$ cat src/rtl/axi_rd_arbiter.sv
// Two-port AXI3 read arbiter: round-robin grant, one outstanding burst, R beats
// routed back to the granted port with beat counting and sticky error detection.
module axi_rd_arbiter #(
  parameter int unsigned ADDR_W = 32,
  parameter int unsigned DATA_W = 32,
  parameter int unsigned LEN_W  = 4
) (
  input  logic              aclk,
  input  logic              areset,
  input  logic [1:0]        rq_valid,
  input  logic [ADDR_W-1:0] rq_addr0,
  input  logic [ADDR_W-1:0] rq_addr1,
  input  logic [LEN_W-1:0]  rq_len0,
  input  logic [LEN_W-1:0]  rq_len1,
  input  logic [2:0]        rq_size0,
  input  logic [2:0]        rq_size1,
  output logic [1:0]        rq_ready,
  output logic [1:0]        rsp_valid,
  output logic              rsp_last,
  output logic [DATA_W-1:0] rsp_data,
  output logic [3:0]        arid,
  output logic [ADDR_W-1:0] araddr,
  output logic [LEN_W-1:0]  arlen,
  output logic [2:0]        arsize,
  output logic [1:0]        arburst,
  output logic              arvalid,
  input  logic              arready,
  input  logic [DATA_W-1:0] rdata,
  input  logic [1:0]        rresp,
  input  logic [3:0]        rid,
  input  logic              rlast,
  input  logic              rvalid,
  output logic              rready,
  output logic              busy,
  output logic              err
);

  typedef enum logic [1:0] {
    IDLE = 2'd0,
    ADDR = 2'd1,
    DATA = 2'd2
  } state_e;

  state_e              state_q, state_d;
  logic                grant_q, grant_d;
  logic                last_grant_q, last_grant_d;
  logic [LEN_W-1:0]    beat_cnt_q, beat_cnt_d;
  logic [ADDR_W-1:0]   addr_q, addr_d;
  logic [LEN_W-1:0]    len_q, len_d;
  logic [2:0]          size_q, size_d;
  logic                err_q, err_d;
  logic                win;
  logic                beat_bad;

  always_ff @(posedge aclk or posedge areset) begin
    if (areset) begin
      state_q      <= IDLE;
      grant_q      <= 1'b0;
      last_grant_q <= 1'b1;
      beat_cnt_q   <= '0;
      addr_q       <= '0;
      len_q        <= '0;
      size_q       <= '0;
      err_q        <= 1'b0;
    end else begin
      state_q      <= state_d;
      grant_q      <= grant_d;
      last_grant_q <= last_grant_d;
      beat_cnt_q   <= beat_cnt_d;
      addr_q       <= addr_d;
      len_q        <= len_d;
      size_q       <= size_d;
      err_q        <= err_d;
    end
  end

  // Tie between both ports goes to the one not granted last time.
  always_comb begin
    state_d      = state_q;
    grant_d      = grant_q;
    last_grant_d = last_grant_q;
    beat_cnt_d   = beat_cnt_q;
    addr_d       = addr_q;
    len_d        = len_q;
    size_d       = size_q;
    err_d        = err_q;
    win          = 1'b0;
    beat_bad     = 1'b0;
    rq_ready     = 2'b00;
    rsp_valid    = 2'b00;
    rsp_last     = 1'b0;
    rsp_data     = '0;
    arvalid      = 1'b0;
    rready       = 1'b0;

    case (state_q)
      IDLE: begin
        if (rq_valid != 2'b00) begin
          win          = (rq_valid == 2'b11) ? ~last_grant_q : rq_valid[1];
          grant_d      = win;
          last_grant_d = win;
          beat_cnt_d   = '0;
          addr_d       = win ? rq_addr1 : rq_addr0;
          len_d        = win ? rq_len1  : rq_len0;
          size_d       = win ? rq_size1 : rq_size0;
          state_d      = ADDR;
        end
      end
      ADDR: begin
        arvalid = 1'b1;
        if (arready) begin
          rq_ready[grant_q] = 1'b1;
          state_d           = DATA;
        end
      end
      DATA: begin
        rready             = 1'b1;
        rsp_valid[grant_q] = rvalid;
        rsp_data           = rdata;
        rsp_last           = rlast;
        if (rvalid) begin
          beat_cnt_d = beat_cnt_q + LEN_W'(1);
          beat_bad   = (rresp != 2'b00)
                     || (rlast && (beat_cnt_q != len_q))
                     || (!rlast && (beat_cnt_q == len_q))
                     || (rid != {3'b000, grant_q});
          if (beat_bad) begin
            err_d = 1'b1;
          end
          if (rlast) begin
            state_d = IDLE;
          end
        end
      end
      default: state_d = IDLE;
    endcase
  end

  assign arid    = {3'b000, grant_q};
  assign araddr  = addr_q;
  assign arlen   = len_q;
  assign arsize  = size_q;
  assign arburst = 2'b01;
  assign busy    = (state_q != IDLE);
  assign err     = err_q;

endmodule

$ cat config.mk
export PLATFORM = sky130hd
export DESIGN_NAME = axi_rd_arbiter
export DESIGN_NICKNAME = d
export VERILOG_FILES = /design/src/rtl/axi_rd_arbiter.sv
export SDC_FILE = /design/constraint.sdc
export NUM_CORES = 1
export LEC_CHECK = 0
export BUFFER_PORTS_ARGS = -buffer_cell sky130_fd_sc_hd__buf_2
export CAP_MARGIN = 40
export CORE_MARGIN = 5
export CORE_UTILIZATION = 37
export CTS_BUF_LIST = sky130_fd_sc_hd__clkbuf_16
export CTS_CLUSTER_DIAMETER = 100
export CTS_CLUSTER_SIZE = 20
export DETAILED_ROUTE_END_ITERATION = 6
export PLACE_DENSITY = 0.78
export SLEW_MARGIN = 10
export SYNTH_ARGS = -nofsm -noshare
export SYNTH_HDL_FRONTEND = slang
export SYNTH_SLANG_ARGS = --single-unit
$ cat constraint.sdc
create_clock -name aclk -period 1.5 [get_ports aclk]
set_input_delay 0.075 -clock aclk [delete_from_list [all_inputs] [get_ports aclk]]
set_output_delay 0.075 -clock aclk [all_outputs]
set_load 0.01 [all_outputs]
==> summary.txt, run 1 <==
SYNTH
----------------------------------------------------------------------------------------
Distinct cell type count after synthesis                                              32
Combined area of all synthesized cells                                         2790 um^2
Gate count of the mapped netlist                                                     270
Dominant register cell in the synthesized netlist                                dfrtp_1
Count of flip-flops with a built-in enable after synthesis                             0
Count of state elements after synthesis                                               48
Yosys warnings                                                                         0
Ys async rst share                                                                  1.00
Portion of the post-synthesis area used by sequential elements                     0.432
Average cell area after synthesis                                              10.3 um^2

CTS
----------------------------------------------------------------------------------------
TritonCTS clock tree                                                               built
TritonCTS Sinks                                                                       48
Max Buffers Root-to-Sink                                                               2
Skew-Pair Late Insertion Delay                                                    280 ps
Clock-pin slew of the registers on the worst-case setup and hold paths             60 ps
Total number of H-tree levels                                                          2
Root Driver                                                                    clkbuf_16
Number of buffers created by CTS                                                       5

PLACEMENT
----------------------------------------------------------------------------------------
Number of buffer cells added on primary ports                                        203
Worst-case setup slack after placement                                           98.1 ps
DP Cell Count                                                                        560
Placed Instance Area                                                           3840 um^2
Sum of net half-perimeters after detailed placement                              6660 um
Final weighted congestion in routability-driven placement                          0.924

DIE
----------------------------------------------------------------------------------------
IO Count                                                                             209
Area of the placeable core                                                     7290 um^2
Number of cell rows                                                                   31
Initial core utilization                                                           0.382
Vert. Die Dim                                                                    96.8 um
Die area                                                                       9360 um^2
Width of the chip                                                                96.8 um

FINISH
----------------------------------------------------------------------------------------
Area of all placed cells without fillers                                       4070 um^2
Top library cells by usage in the layout, fill and taps aside               buf_2 (196), nand2_1 (49), dfrtp_1 (47)
Net count reported at finish                                                         595
Number of antenna cells inserted                                                       0
Fraction of final layout cells with drive strength greater than 1                  0.559
Most common cell after layout, fill and taps aside                                 buf_2
Area growth from synthesis to layout                                               46.3%
Non-filler cells, final                                                              571
Core Util, Final                                                                   0.559

WORST SETUP PATH
----------------------------------------------------------------------------------------
Worst setup path start                                                        state_q[0]
Largest driver fanout on the critical path                                            18
Critical path startpoint category                                               register
FF-to-FF setup slack                                                               70 ps
Start of the worst register-to-register path                                  state_q[0]
Critical path, cell by cell                                                 and2b_4 -> clkbuf_16 -> and2_1 -> buf_2
Cell count of the worst reg-to-reg path                                                4
Max stage delay on crit path                                                      390 ps
Endpoint class of the critical path                                         primary output
Capturing instance or port of the critical path                             rsp_data[13]
Type of the worst setup path                                                register to primary output
RR Endpoint                                                                 beat_cnt_q[3]
Required time reported for the critical path endpoint                            1420 ps
Data arrival at the endpoint of the critical path                                1430 ps
Max stage delay cell, worst path                                                 dfrtp_1

POWER AND IR DROP
----------------------------------------------------------------------------------------
Ratio of total power to cell area                                           1750 nW/um^2
Peak VDD IR                                                                       584 uV
P_leak                                                                           2.28 nW
Total Power                                                                      7.15 mW

ROUTING
----------------------------------------------------------------------------------------
Violation count after the first detailed-routing iteration                            36
Total vias in the final route                                                       2608
Number of iterations in the first detailed-routing pass                                4
Count of antenna-violating nets left after detailed routing                            0
Via density                                                                         4.57
Number of design rule violations left after detail routing                             0
Wire length per cell                                                             14.2 um
Routed wire length                                                               8110 um

OUTCOME
----------------------------------------------------------------------------------------
Failing checks                                                              setup timing
Result of the run                                                           finished with violations

GLOBAL ROUTING
----------------------------------------------------------------------------------------
Overall Global Routing Usage                                                       0.169
Global-route wire length before repair                                          13100 um
Number of antenna violations at the first check in global routing                      0
Remaining global-route overflow                                                        0
Vias in the first global route                                                      2647
Pin count of the biggest net entering global routing                                  42

STA
----------------------------------------------------------------------------------------
Portion of the clock cycle consumed by the worst path in the final layout           1.00
Setup Skew                                                                       2.79 ps
Setup Total Neg Slack                                                          -0.520 ps
Pins Over Slew Limit                                                                   0
Tmin final                                                                       1500 ps
Endpoints failing setup                                                                1
Hold violation total from the final report                                             0
Final WS setup                                                                 -0.520 ps
Smallest hold slack                                                              25.0 ps
Setup repair after global routing missed its margin                                  yes
Max Clk Rate                                                                   0.666 GHz

HOLD PATH
----------------------------------------------------------------------------------------
Class of the most critical hold timing path                                 primary input to register

JOB
----------------------------------------------------------------------------------------
Max-capacitance violation count                                                        0

==> cells in the mapped netlist, drive strengths merged (3+ instances only) <==
cell type  instances  area [um^2]
o21ai             42          353
mux2i             39          390
a21oi              4         20.0
nand2             49          184
nor2               5         18.8
and2              33          206
nand3              3         15.0
buf               16          151
dfrtp             47         1180
xor2               6         52.6
clkbuf             7         66.3
==> cell families (layout without fill, tap and decap cells) <==
kind of cell	count (synthesis)	after routing	synth area share
AOI/OAI and AO/OA	48	48	0.140
xor gates and xnor gates	7	7	0.0220
adders and majority gates	1	1	0.00449
buffers and inverters	25	224	0.0809
DFF	48	48	0.432
muxes	39	39	0.140
other	2	5	0.00270
and+or+nand+nor	100	100	0.178
==> worst min path at each step <==
stage            start    endpoint  slack, ps  depth (start not counted)
2_1_floorplan  arready  state_q[0]        180                          1
3_3_place_gp    areset  araddr[18]        100                          2
3_5_place_dp    areset  araddr[25]        100                          2
4_1_cts        arready  state_q[0]         20                          2
5_1_grt        arready  state_q[0]         30                          2
6_report       arready  state_q[0]         30                          2
==> state kept, by name, summed over array words and instances (netlist names) <==
name,flops
err,1
state_q,2
arsize,3
last_grant_q,1
grant_q,1
araddr,32
arlen,4
beat_cnt_q,4
==> power breakdown <==
part           switching (mW)  total, mW  internal, mW
clock                   0.424       1.02         0.599
sequential              0.365       2.27          1.91
combinational            2.08       3.85          1.77
==> worst max-delay path, delay by kind of cell, from the launching register on <==
family / cells / cell delay (ps)
buf+inv: 2 / 310
flops: 1 / 390
simple gates: 2 / 450
==> final cells by class <==
class / count / area (um^2)
fillers: 709 / 3220
multi-input cells: 200 / 1390
repair buffers: 214 / 1220
flip-flops and latches: 48 / 1200
clock buffers: 5 / 125
well taps: 99 / 124
clock inverters: 3 / 11.3
inverters: 2 / 7.51
==> routing by layer <==
| layer | global-route usage | share of wire | up-vias | wire length, um |
|---|---|---|---|---|
| met5 | 0 | 0 | - | 0 |
| met4 | 0.0464 | 0.022 | 0 | 182 |
| met3 | 0.0496 | 0.081 | 12 | 659 |
| met2 | 0.316 | 0.53 | 127 | 4310 |
| met1 | 0.183 | 0.36 | 1158 | 2960 |
| li1 | - | - | 1311 | - |
==> timing repair <==
action	CTS	global route
hold buffers	1	0
resized for setup	4	10
buffers inserted	1	0
cloned	0	1
endpoints found under the hold margin	18	0
endpoints found under the setup margin	34	34
(Power assumes the default switching activity.)
==> inputs of run 2 (changes only) <==
Settings changed: CORE_UTILIZATION 37 to 40, PLACE_DENSITY 0.78 to 0.8.
Clock period 1.5 ns to 1.6 ns, I/O delays scaled along.
==> run 2 against run 1 <==
  * The run now ends clean
  * Die area fell by 6.7%
  * Critical path type unchanged
  * Highest routed layer unchanged
  * Clock-buffer cell count did not move
  * Global-route usage rose by 0.69 points
  * Combinational power fell by 9.4%
  * Non-clock buffer count rose by 2
  * Clock skew rose by 3.2 ps
  * Sequential share of layout area rose by 0.44 points
  * Sequential power fell by 5%
  * Total power fell by 7.0%
  * Via count fell by 2.1%
  * Final area fell by 1.5%
==> summary.txt, run 2 (same netlist as run 1, synthesis figures left out) <==
POWER AND IR DROP
----------------------------------------------------------------------------------------
Ratio of total power to cell area                                           1660 nW/um^2   was 1750 nW/um^2
P_leak                                                                           2.27 nW   was 2.28 nW
Peak VDD IR                                                                       764 uV   was 584 uV

JOB
----------------------------------------------------------------------------------------
Max-capacitance violation count                                                        0   unchanged

ROUTING
----------------------------------------------------------------------------------------
Routed met2 length                                                               3860 um   was 4310 um
Wire length per cell                                                             13.6 um   was 14.2 um
Routed wire length                                                               7740 um   was 8110 um
Highest metal layer with signal wires                                               met4   unchanged
Number of iterations in the first detailed-routing pass                                4   unchanged
Violation count after the first detailed-routing iteration                            55   was 36
Via density                                                                         4.48   was 4.57
WL met1                                                                          2860 um   was 2960 um
Routed met3 length                                                                993 um   was 659 um
Total vias in the final route                                                       2553   was 2608
Number of design rule violations left after detail routing                             0   unchanged
Count of antenna-violating nets left after detailed routing                            0   unchanged

CTS
----------------------------------------------------------------------------------------
Max Buffers Root-to-Sink                                                               2   unchanged
Number of buffers created by CTS                                                       5   unchanged
TritonCTS clock tree                                                               built   unchanged
Clock-pin slew of the registers on the worst-case setup and hold paths             60 ps   about the same
Total number of H-tree levels                                                          2   unchanged
Skew-Pair Late Insertion Delay                                                    280 ps   about the same
Root Driver                                                                    clkbuf_16   unchanged
TritonCTS Sinks                                                                       48   unchanged

WORST SETUP PATH
----------------------------------------------------------------------------------------
Endpoint class of the critical path                                         primary output   unchanged
Largest driver fanout on the critical path                                            11   was 18
Worst setup path start                                                        state_q[0]   unchanged
RR Endpoint                                                                   araddr[28]   was beat_cnt_q[3]
Data arrival at the endpoint of the critical path                                1430 ps   about the same
Start of the worst register-to-register path                                  state_q[1]   was state_q[0]
FF-to-FF setup slack                                                              130 ps   was 70 ps
Cell count of the worst reg-to-reg path                                                5   was 4
Required time reported for the critical path endpoint                            1520 ps   was 1420 ps
Critical path startpoint category                                               register   unchanged
Capturing instance or port of the critical path                             rsp_valid[1]   was rsp_data[13]
Type of the worst setup path                                                register to primary output   unchanged

STA
----------------------------------------------------------------------------------------
Setup repair after global routing missed its margin                                   no   was yes
Portion of the clock cycle consumed by the worst path in the final layout          0.941
Endpoints failing setup                                                                0   was 1
Hold violation total from the final report                                             0   unchanged
Tmin final                                                                       1510 ps
Max Clk Rate                                                                   0.664 GHz
Setup Skew                                                                       6.02 ps   was 2.79 ps
Pins Over Slew Limit                                                                   0   unchanged
Setup Total Neg Slack                                                               0 ps   was -0.520 ps

FINISH
----------------------------------------------------------------------------------------
Number of antenna cells inserted                                                       0   unchanged
Non-filler cells, final                                                              570   was 571
Net count reported at finish                                                         597   was 595
Largest register FFs                                                                  32   unchanged
Area growth from synthesis to layout                                               44.1%   was 46.3%
Most common cell after layout, fill and taps aside                                 buf_2   unchanged
Fraction of final layout cells with drive strength greater than 1                  0.563   was 0.559
Top library cells by usage in the layout, fill and taps aside               buf_2 (203), nand2_1 (49), dfrtp_1 (47)   was buf_2 (196), nand2_1 (49), dfrtp_1 (47)
Fill cell total of the finished layout                                               590   was 709

PLACEMENT
----------------------------------------------------------------------------------------
DP Cell Count                                                                        558   was 560
Number of buffer cells added on primary ports                                        203   unchanged
Sum of net half-perimeters after detailed placement                              6370 um   was 6660 um
Final weighted congestion in routability-driven placement                          0.760   was 0.924

DIE
----------------------------------------------------------------------------------------
Width of the chip                                                                93.4 um   was 96.8 um
Initial core utilization                                                           0.410   was 0.382
Area of the placeable core                                                     6790 um^2   was 7290 um^2
IO Count                                                                             209   unchanged
Number of cell rows                                                                   30   was 31
Die area                                                                       8730 um^2   was 9360 um^2
Vert. Die Dim                                                                    93.4 um   was 96.8 um

GLOBAL ROUTING
----------------------------------------------------------------------------------------
Number of antenna violations at the first check in global routing                      0   unchanged
Remaining global-route overflow                                                        0   unchanged
Overall Global Routing Usage                                                       0.176   was 0.169
Vias in the first global route                                                      2581   was 2647
Global-route wire length before repair                                          12400 um   was 13100 um
Pin count of the biggest net entering global routing                                  39   was 42

HOLD PATH
----------------------------------------------------------------------------------------
Class of the most critical hold timing path                                 primary input to register   unchanged

OUTCOME
----------------------------------------------------------------------------------------
Result of the run                                                           finished clean   was finished with violations

## run 2: changes by cell type in the layout (fill, tap and decap cells not counted), sizes merged
| cell | previous run | this run |
|---|---|---|
| inv | 5 | 3 |
| buf | 212 | 215 |
| clkinv | 0 | 2 |
| clkbuf | 6 | 5 |
## run 2: power breakdown
part,switching (mW),internal [mW]
clock,0.434,0.576
sequential,0.356,1.79
combinational,1.91,1.58
## run 2: worst min-delay path by stage
| stage | from | endpoint | cells past startpoint |
|---|---|---|---|
| after floorplan | arready | state_q[0] | 1 |
| after global placement | areset | araddr[17] | 2 |
| after detailed placement | areset | araddr[17] | 2 |
| after CTS | arready | state_q[0] | 2 |
| after global routing | arready | state_q[0] | 2 |
| final | arready | state_q[0] | 2 |
## run 2: area by class of cell
type,instances,area [um^2],share of cell area
multi-input combinational,200,1380,0.345
sequential,48,1200,0.300
timing repair buffer,216,1160,0.288
clock buffer,5,125,0.0312
tap,96,120,0.0299
clock inverter,3,17.5,0.00436
inverter,2,7.51,0.00187
## run 2: layer usage
layer,vias up,global-route usage
li1,1306,-
met4,0,0.0403
met2,142,0.317
met5,-,0
met1,1101,0.200
met3,4,0.0571
## run 2: repair_timing
action	4_1_cts	5_1_grt
endpoints found under the setup margin	0	25
gates resized for setup	0	2
hold endpoints to repair	18	0
hold buffers	1	0
setup buffers	0	3
## run 2: through the flow
step                      worst slack, ps  hold WS [ps]  power, mW  cell area (um^2)   util
after detailed placement              141           106       5.67              3830  0.564
after CTS                            30.6          14.1       6.70              3990  0.587
final                                93.9          24.8       6.65              4010  0.591
after global placement                178           107       5.56              3830  0.564
after floorplan                       201           187       4.58              2800      -
after global routing                 15.8          39.4       7.21              4010  0.591
## run 2: worst max-delay path, cell delays in order (launching register included)
cell	delay, ps
dfrtp_1	390
and2b_4	310
buf_4	170
and3_1	150
buf_2	120
